==> src/rtl/mem_port_arbiter.sv <==
// mem_port_arbiter: shares one data-memory port between the pipeline and DMA/debug.
// Define MEM_ARB_ROUND_ROBIN_EN for round-robin tie-break (default: pipeline wins ties).
module mem_port_arbiter (
  input  logic        clk,
  input  logic        rst,
  input  logic        p_req,
  input  logic        p_we,
  input  logic [1:0]  p_size,
  input  logic [63:0] p_addr,
  input  logic [63:0] p_wdata,
  input  logic        d_req,
  input  logic        d_we,
  input  logic [1:0]  d_size,
  input  logic [63:0] d_addr,
  input  logic [63:0] d_wdata,
  output logic        p_done,
  output logic        d_done,
  output logic [63:0] p_rdata,
  output logic [63:0] d_rdata,
  output logic        p_stall,
  output logic        mem_req,
  output logic        mem_we,
  output logic [1:0]  mem_size,
  output logic [63:0] mem_addr,
  output logic [63:0] mem_wdata,
  input  logic        mem_ready,
  input  logic [63:0] mem_rdata
);

  typedef enum logic [1:0] {IDLE, BUSY_P, BUSY_D, RESP} state_t;

  state_t      state_q, state_d;
  logic        mem_req_q, mem_req_d;
  logic        mem_we_q, mem_we_d;
  logic [1:0]  mem_size_q, mem_size_d;
  logic [63:0] mem_addr_q, mem_addr_d;
  logic [63:0] mem_wdata_q, mem_wdata_d;
  logic        p_done_q, p_done_d;
  logic        d_done_q, d_done_d;
  logic [63:0] p_rdata_q, p_rdata_d;
  logic [63:0] d_rdata_q, d_rdata_d;
  logic        grant_dma;
  logic        any_req;

  assign any_req = p_req | d_req;

`ifdef MEM_ARB_ROUND_ROBIN_EN
  logic last_dma_q, last_dma_d;

  // On a tie, the side that did not win last time gets the port.
  assign grant_dma = d_req & (~p_req | ~last_dma_q);

  always_comb begin
    last_dma_d = last_dma_q;
    if (state_q == IDLE && any_req)
      last_dma_d = grant_dma;
  end

  always_ff @(posedge clk or posedge rst) begin
    if (rst) last_dma_q <= 1'b0;
    else     last_dma_q <= last_dma_d;
  end
`else
  assign grant_dma = d_req & ~p_req;
`endif

  always_comb begin
    state_d     = state_q;
    mem_req_d   = mem_req_q;
    mem_we_d    = mem_we_q;
    mem_size_d  = mem_size_q;
    mem_addr_d  = mem_addr_q;
    mem_wdata_d = mem_wdata_q;
    p_done_d    = 1'b0;
    d_done_d    = 1'b0;
    p_rdata_d   = p_rdata_q;
    d_rdata_d   = d_rdata_q;
    unique case (state_q)
      IDLE: begin
        if (any_req) begin
          mem_req_d = 1'b1;
          if (grant_dma) begin
            state_d     = BUSY_D;
            mem_we_d    = d_we;
            mem_size_d  = d_size;
            mem_addr_d  = d_addr;
            mem_wdata_d = d_wdata;
          end else begin
            state_d     = BUSY_P;
            mem_we_d    = p_we;
            mem_size_d  = p_size;
            mem_addr_d  = p_addr;
            mem_wdata_d = p_wdata;
          end
        end
      end
      BUSY_P: begin
        if (mem_ready) begin
          state_d   = RESP;
          mem_req_d = 1'b0;
          p_done_d  = 1'b1;
          p_rdata_d = mem_rdata;
        end
      end
      BUSY_D: begin
        if (mem_ready) begin
          state_d   = RESP;
          mem_req_d = 1'b0;
          d_done_d  = 1'b1;
          d_rdata_d = mem_rdata;
        end
      end
      RESP: state_d = IDLE;
    endcase
  end

  always_ff @(posedge clk or posedge rst) begin
    if (rst) begin
      state_q     <= IDLE;
      mem_req_q   <= 1'b0;
      mem_we_q    <= 1'b0;
      mem_size_q  <= 2'b00;
      mem_addr_q  <= 64'd0;
      mem_wdata_q <= 64'd0;
      p_done_q    <= 1'b0;
      d_done_q    <= 1'b0;
      p_rdata_q   <= 64'd0;
      d_rdata_q   <= 64'd0;
    end else begin
      state_q     <= state_d;
      mem_req_q   <= mem_req_d;
      mem_we_q    <= mem_we_d;
      mem_size_q  <= mem_size_d;
      mem_addr_q  <= mem_addr_d;
      mem_wdata_q <= mem_wdata_d;
      p_done_q    <= p_done_d;
      d_done_q    <= d_done_d;
      p_rdata_q   <= p_rdata_d;
      d_rdata_q   <= d_rdata_d;
    end
  end

  assign mem_req   = mem_req_q;
  assign mem_we    = mem_we_q;
  assign mem_size  = mem_size_q;
  assign mem_addr  = mem_addr_q;
  assign mem_wdata = mem_wdata_q;
  assign p_done    = p_done_q;
  assign d_done    = d_done_q;
  assign p_rdata   = p_rdata_q;
  assign d_rdata   = d_rdata_q;
  assign p_stall   = p_req & ~p_done_q;

endmodule

==> config.mk <==
export PLATFORM = sky130hd
export DESIGN_NAME = mem_port_arbiter
export DESIGN_NICKNAME = d
export VERILOG_FILES = /design/src/rtl/mem_port_arbiter.sv
export SDC_FILE = /design/constraint.sdc
export NUM_CORES = 1
export LEC_CHECK = 0
export CELL_PAD_IN_SITES_DETAIL_PLACEMENT = 2
export CELL_PAD_IN_SITES_GLOBAL_PLACEMENT = 2
export CORE_AREA = 2 2 232 234
export CTS_CLUSTER_SIZE = 8
export DETAILED_ROUTE_END_ITERATION = 10
export DIE_AREA = 0 0 234 236
export DONT_BUFFER_PORTS = 1
export PLACE_DENSITY = 0.58
export SYNTH_ARGS = -nofsm -noshare
export SYNTH_HDL_FRONTEND = slang
export SYNTH_SLANG_ARGS = --single-unit
==> constraint.sdc <==
create_clock -name clk -period 11.3 [get_ports clk]
set_input_delay 1.13 -clock clk [delete_from_list [all_inputs] [get_ports clk]]
set_output_delay 1.13 -clock clk [all_outputs]
set_load 0.02 [all_outputs]
# After elaboration in Yosys (flattened, before gate mapping)
# Index checks and enable logic that the tools add are counted.
# word_totals
output_inout_bits	263
register_bits	264
in_bits	331
word_cells	42
# op_classes
bitwise_logic	5
n_reduce_logical	8
mux	14
n_eq_ne	5
# ops
cell	n
2-to-1 mux 64 bit	2
2-to-1 mux 2 bit	4
AND reduction 2 bit	4
2-to-1 mux 1 bit	6
case mux 2 bit (3 select lines)	1
equality test 2 bit (second input constant)	2
AND reduction 3 bit	1
AND 1 bit	2
equality test 2 x 1 -> 1 bit (second input constant)	1
zero test 2 bit	1
!= test 2 x 1 -> 1 bit (second input constant)	1
!= test 2 bit (second input constant)	1
inverter 1 bit	2
case mux 1 bit (2 select lines)	1
nonzero test 2 bit	1
OR reduction 2 bit	1
bitwise OR 1 bit	1

# Depth between registers and ports, before layout
# Gate-level depths: netlist of run 1.
# logic_depth
word_depth	5
mapped_depth	8
depth_no_buf	5

# Least setup slack after synthesis of run 1
# Ideal clock, no wire load.
# synth_timing
path_type	input -> output
from	input port p_req
to	output port p_stall
t_arrival_ns	1.457
n_path_buf	0
slack_ns	8.713
cell_stages	1
t_required_ns	10.170
path_cell_list	nor2b_1
# synth_between
elab_chain_cells	1
# synth_lines
element	line	rtl
start, declared	6	input logic p_req,
AND 1 bit	152	assign p_stall = p_req & ~p_done_q;
end, declared	20	output logic p_stall,
# No other way between the ends.

# Final worst setup path of run 1
# layout_timing
from	input port p_req
to	register mem_wdata_q[31] (netlist: mem_wdata[31])
# layout_between
elab_chain_cells	3
word_cells_on_any_way	5
classes_between	1 x mux; 3 x bitwise; 1 x reduce/logical
# layout_lines
element	line	rtl
inverter 1 bit	64	assign grant_dma = d_req & ~p_req;
AND 1 bit	64	
2-to-1 mux 64 bit	82	if (grant_dma) begin
end signal, assigned	135	mem_wdata_q <= mem_wdata_d;
end, declared	37	logic [63:0] mem_wdata_q, mem_wdata_d;
# Several ways; a longest one is shown, not always the timed one.
# A chain may end at the register's enable or synchronous reset.

==> results of run 1 <==
[worst paths after layout]
kind,start,endpoint,cells after the start
max,p_req,mem_wdata[31],4
min,rst,p_rdata[19],1
max reg2reg,state_q[0],mem_wdata[31],6
min reg2reg,state_q[0],state_q[0],1
max in group asynchronous,rst,d_rdata[27],2
min in group clk,state_q[0],state_q[0],1
[per-layer routing]
layer	track usage, %	vias up
li1	-	2955
met1	12.90	3352
met2	20.48	318
met3	4.026	50
met4	4.258	2
met5	0	-
[cell families (layout without fill, tap and decap cells)]
group,after synthesis,count (layout)
other,0,1
DFF,264,264
AOI/OAI and AO/OA,136,136
buffers and inverters,63,53
adders and majority gates,4,4
muxes,262,262
and+or+nand+nor,139,139
[per-stage QoR]
| stage | cells | cell area (um2) | setup slack (ns) |
|---|---|---|---|
| CTS | 1554 | 12650 | 8.265 |
| finish | 1555 | 12660 | 8.257 |
| global placement | 1513 | 11650 | 7.814 |
| global route | 1555 | 12660 | 7.997 |
| detailed placement | 1513 | 11650 | 7.644 |
| floorplan | 868 | 11020 | 2.901 |
[placed cells by master, fill, tap and decap left out, drive strengths merged]
master    n
ha        4
clkbuf   38
clkinv    2
nand2   133
dfrtp   264
a21boi    1
nand2b    1
a21oi     2
mux2    129
nor2      2
inv       6
diode     1
mux2i   133
o21bai    1
buf       7
nor2b     3
o21ai   132
[power groups by stage]
| stage | Sequential (mW) | Combinational, mW | Clock [mW] |
|---|---|---|---|
| 2_1_floorplan | 2.21 | 0.622 | 0 |
| 3_3_place_gp | 2.42 | 0.703 | 0 |
| 3_5_place_dp | 2.42 | 0.762 | 0 |
| 4_1_cts | 2.41 | 0.760 | 1.05 |
| 5_1_grt | 2.45 | 0.854 | 1.09 |
| 6_report | 2.39 | 0.736 | 1.00 |
[state kept, by name, indices dropped and copies added, names as in the netlist]
name,count
d_rdata,64
mem_size,2
d_done,1
p_done,1
mem_addr,64
mem_wdata,64
state_q,2
mem_we,1
p_rdata,64
mem_req,1
[Yosys cell counts]
| cell type | count |
|---|---|
| a21oi_1 | 2 |
| buf_6 | 10 |
| mux2_1 | 129 |
| o21bai_1 | 1 |
| inv_1 | 5 |
| a21boi_1 | 1 |
| nand2b_1 | 1 |
| nand2_1 | 133 |
| o21ai_1 | 132 |
| dfrtp_1 | 264 |
| clkbuf_1 | 16 |
| nor2_1 | 2 |
| nor2b_1 | 3 |
| buf_4 | 5 |
| ha_1 | 4 |
| buf_2 | 27 |
| mux2i_1 | 133 |
[cell type report]
| type | count | area (um2) |
|---|---|---|
| clock buffer | 38 | 950.9 |
| tap | 696 | 870.8 |
| clock inverter | 3 | 55.05 |
| sequential | 264 | 6606 |
| timing repair buffer | 7 | 65.06 |
| inverter | 5 | 26.28 |
| multi-input combinational | 541 | 4080 |
| antenna | 1 | 2.502 |
| fill | 5719 | 40410 |
==> run_results.csv, run 1 <==
group,metric,value,unit
logic_synthesis,synth_compound_area_share,6.221,%
critical_path,crit_arrival,3.40,ns
power_and_ir_drop,power_per_cell_area,325.7,nW/um2
clock_network,clock_latency,0.53,ns
critical_path,critPathBufInv,2,
flow_run,drv_cap,0,
clock_network,clkTransAtPathRegs,0.05,ns
logic_synthesis,seq_area_frac_synth,59.94,%
logic_synthesis,synth_seq_cells,264,
place,gp_congestion,0.7642,
power_and_ir_drop,p_int,2.332,mW
detailed_routing,met2_length,17140,um
grt,overflow,0,
detailed_routing,wl_met1,12350,um
logic_synthesis,synth_cell_type_count,17,
timing,tightest_slew,1.067,ns
detailed_routing,wire_per_inst,21.57,um
timing,finClkSkew,0.02352,ns
power_and_ir_drop,peakVddDrop,0.1071,mV
logic_synthesis,syn_nets,1203,
floorplan,die_h,236,um
detailed_routing,wl_met3,3102,um
clock_network,ctsResizeCount,0,
clock_network,cts-root-buf,"clkbuf_16",
critical_path,crit_top_cell,"buf_4",
detailed_routing,drtIter0Drc,209,
timing,post-route-min-period,3.043,ns
timing,fin_setup_tns,0,ns
timing,relSlewSlack,28.85,%
timing,fin_crit_sh,26.93,%
detailed_routing,drc,0,
run_status,status,"finished, final reports clean",
logic_synthesis,synth_top_area_share,59.94,%
critical_path,end_kind,"register",
logic_synthesis,synthTopCellsByArea,"dfrtp_1 60%, mux2_1 13%, mux2i_1 12%",
power_and_ir_drop,power_frac_comb,17.8,%
timing,fmax,328.6,MHz
detailed_routing,routed-via-count,6677,
logic_synthesis,synth.mux.area_fraction,25.26,%
floorplan,rows,85,
final_layout,drive_gt1_share,6.177,%
worst_hold_path,hold_path_class,"in -> async",
clock_network,clk_path_buf_depth,3,
timing,maxSlewViolCount,0,
critical_path,crit_path_max_fanout,101,
logic_synthesis,synth_xor_area_share,0,%
logic_synthesis,netlist_area,11020,um2
clock_network,h-tree-depth,2,
critical_path,crit_chain,"o21ai_4 -> buf_4 -> buf_4 -> o21ai_1",
power_and_ir_drop,clkPwrFrac,24.3,%
grt,antenna_found_initial,2,
grt,grt_first_pass_wirelength,48490,um
power_and_ir_drop,power,4.123,mW
power_and_ir_drop,swShare,43.44,%
place,port-buffer-count,0,
timing,rsz0062_at_grt,"false",
critical_path,r2r_slack,8.29,ns
grt,grt_max_degree,154,
critical_path,crit_family,"buffers and inverters",
clock_network,cts-buffers-inserted,38,
final_layout,nNetsFinal,1192,
detailed_routing,routed_wl,33540,um
floorplan,io_pins,594,
detailed_routing,drtAntennaViolNets,0,
clock_network,cts_setup_buffers,0,
grt,grt_use_total,11.66,%
critical_path,critPathKind,"in -> reg",
logic_synthesis,syn-instance-count,868,
critical_path,start_kind,"input pin",
timing,finalHoldViolCount,0,
clock_network,cts_tree,"done",
logic_synthesis,yosys.area.top_type,"dfrtp_1",
critical_path,cp_slowest_cell,"buf_4",
floorplan,die_area,55220,um2
logic_synthesis,syn_area_per_cell,12.70,um2
timing,fin_hold_ws,0.5470,ns
place,place_hpwl,25010,um
floorplan,die_w,234,um
detailed_routing,dr.max_layer_used,"met5",
logic_synthesis,synth-simple-area-share,4.825,%
power_and_ir_drop,power_switching,1.791,mW
logic_synthesis,synthAdderAreaFrac,0.4541,%
grt,grt_pass1_vias,7385,
clock_network,cts_hold_buffers,0,
power_and_ir_drop,leakage,5.972,nW
floorplan,start_util,20.77,%
detailed_routing,vias_per_cell,4.294,
clock_network,cts_sinks,264,
critical_path,crit_required,11.66,ns
floorplan,core-area,53070,um2
detailed_routing,drtPass1Iterations,6,
critical_path,slowest_delay,0.84,ns
logic_synthesis,yosys_warnings,0,
final_layout,utilization,23.85,%
timing,finalSetupViolations,0,
logic_synthesis,synth_top_family_by_area,"multiplexers",
power_and_ir_drop,seqPwrFrac,57.9,%
final_layout,areaGrowthSynthToFinish,14.84,%
No activity file was read; power rests on OpenSTA's default activity.
==> inputs of run 2 (changes only) <==
PLACE_DENSITY = 0.59   (was 0.58)
clock period = 2.57 ns   (was 11.3 ns; I/O delays follow)
==> run_results.csv, run 2 <==
group,metric,value,unit
logic_synthesis,async_reset_ff_share,100.0,%
run_status,error,"[ERROR RSZ-0060] Max buffer count reached.",
clock_network,h-tree-depth,2,
floorplan,die_h,236,um
floorplan,start_util,20.77,%
logic_synthesis,yosys_warnings,0,
run_status,status,"aborted with a tool error",
logic_synthesis,seq_area_frac_synth,59.94,%
logic_synthesis,synth_common_cells,"264 x dfrtp_1, 133 x mux2i_1, 133 x nand2_1, 132 x o21ai_1, 129 x mux2_1",
run_status,lastStage,"4_1_cts",
place,place_hpwl,26590,um
clock_network,cts_sinks,264,
clock_network,cts_hold_buffers,315,
clock_network,ctsResizeCount,0,
floorplan,io_pins,594,
clock_network,cts_setup_buffers,0,
logic_synthesis,synthTopCellsByArea,"dfrtp_1 60%, mux2_1 13%, mux2i_1 12%",
place,port-buffer-count,0,
logic_synthesis,synth_cell_type_count,17,
place,gp_congestion,0.8110,
floorplan,die_w,234,um
logic_synthesis,syn_nets,1203,
logic_synthesis,yosys.area.top_type,"dfrtp_1",
logic_synthesis,synth_ff_type,"dfrtp_1",
logic_synthesis,synth_seq_cells,264,
clock_network,cts-buffers-inserted,39,
logic_synthesis,synth_top_area_share,59.94,%
floorplan,rows,85,
logic_synthesis,netlist_area,11020,um2
logic_synthesis,synth_edf_count,0,
logic_synthesis,syn-instance-count,868,
logic_synthesis,syn_area_per_cell,12.70,um2
logic_synthesis,synth_most_common_cell,"dfrtp_1",
clock_network,cts-root-buf,"clkbuf_16",
clock_network,clk_path_buf_depth,3,
-- run 2: cell families after synthesis --
family	after synthesis	synth area share (%)
AOI/OAI and AO/OA	136	6.221
adders and majority gates	4	0.4541
DFF	264	59.94
buffers and inverters	63	3.304
muxes	262	25.26
and+or+nand+nor	139	4.825
-- run 2: per-stage QoR --
stage | std cells | setup slack [ns] | area [um2] | setup TNS (ns)
2_1_floorplan | 868 | -1.171 | 11030 | -309.02
3_5_place_dp | 1527 | 0.5848 | 11820 | 0
3_3_place_gp | 1527 | 0.5707 | 11820 | 0
==> inputs of run 3 (changes only) <==
CELL_PAD_IN_SITES_DETAIL_PLACEMENT = unset   (was 2)
CELL_PAD_IN_SITES_GLOBAL_PLACEMENT = unset   (was 2)
CORE_AREA = 2 2 233 235   (was 2 2 232 234)
CTS_CLUSTER_SIZE = unset   (was 8)
DIE_AREA = 0 0 235 237   (was 0 0 234 236)
PLACE_DENSITY = unset   (was 0.59)
PLACE_DENSITY_LB_ADDON = 0.15   (was unset)
clock period = 3.3 ns   (was 2.57 ns; I/O delays follow)
==> run_results.csv, run 3 <==
group,metric,value,unit
floorplan,die_w,235,um
run_status,error,"[ERROR RSZ-0060] Max buffer count reached.",
place,port-buffer-count,0,
logic_synthesis,async_reset_ff_share,100.0,%
logic_synthesis,synth_most_common_cell,"dfrtp_1",
logic_synthesis,netlist_area,11020,um2
clock_network,clk_path_buf_depth,3,
clock_network,cts-root-buf,"clkbuf_16",
floorplan,rows,85,
logic_synthesis,synth_common_cells,"264 x dfrtp_1, 133 x mux2i_1, 133 x nand2_1, 132 x o21ai_1, 129 x mux2_1",
logic_synthesis,synth_edf_count,0,
logic_synthesis,syn-instance-count,868,
floorplan,io_pins,594,
clock_network,cts_sinks,264,
run_status,lastStage,"4_1_cts",
clock_network,cts_setup_buffers,0,
logic_synthesis,synth_cell_type_count,17,
logic_synthesis,yosys_warnings,0,
clock_network,cts_hold_buffers,317,
floorplan,die_h,237,um
clock_network,ctsResizeCount,0,
logic_synthesis,yosys.area.top_type,"dfrtp_1",
place,placed_area,11770,um2
clock_network,h-tree-depth,1,
logic_synthesis,syn_nets,1203,
logic_synthesis,seq_area_frac_synth,59.94,%
place,place_hpwl,25440,um
logic_synthesis,synth_top_area_share,59.94,%
logic_synthesis,synth_seq_cells,264,
run_status,status,"aborted with a tool error",
place,gp_congestion,0.7710,
clock_network,cts-buffers-inserted,31,
logic_synthesis,synthTopCellsByArea,"dfrtp_1 60%, mux2_1 13%, mux2i_1 12%",
floorplan,start_util,20.69,%
logic_synthesis,synth_ff_type,"dfrtp_1",
logic_synthesis,syn_area_per_cell,12.70,um2
[run 3: cell counts after synthesis]
Identical to the previous run, type by type.
[run 3: through the flow]
stage	util, %	std cells	setup WS (ns)	hold WS [ns]
3_5_place_dp	22.09	1519	1.169	0.3685
3_3_place_gp	22.09	1519	1.202	0.3724
2_1_floorplan	-	868	-0.5135	0.4617
[run 3: kinds of logic after synthesis]
| logic type | share of synthesized area [%] |
|---|---|
| compound gates | 6.221 |
| fa+ha+maj | 0.4541 |
| buf+inv | 3.304 |
| flops | 59.94 |
| mux | 25.26 |
| simple gates | 4.825 |
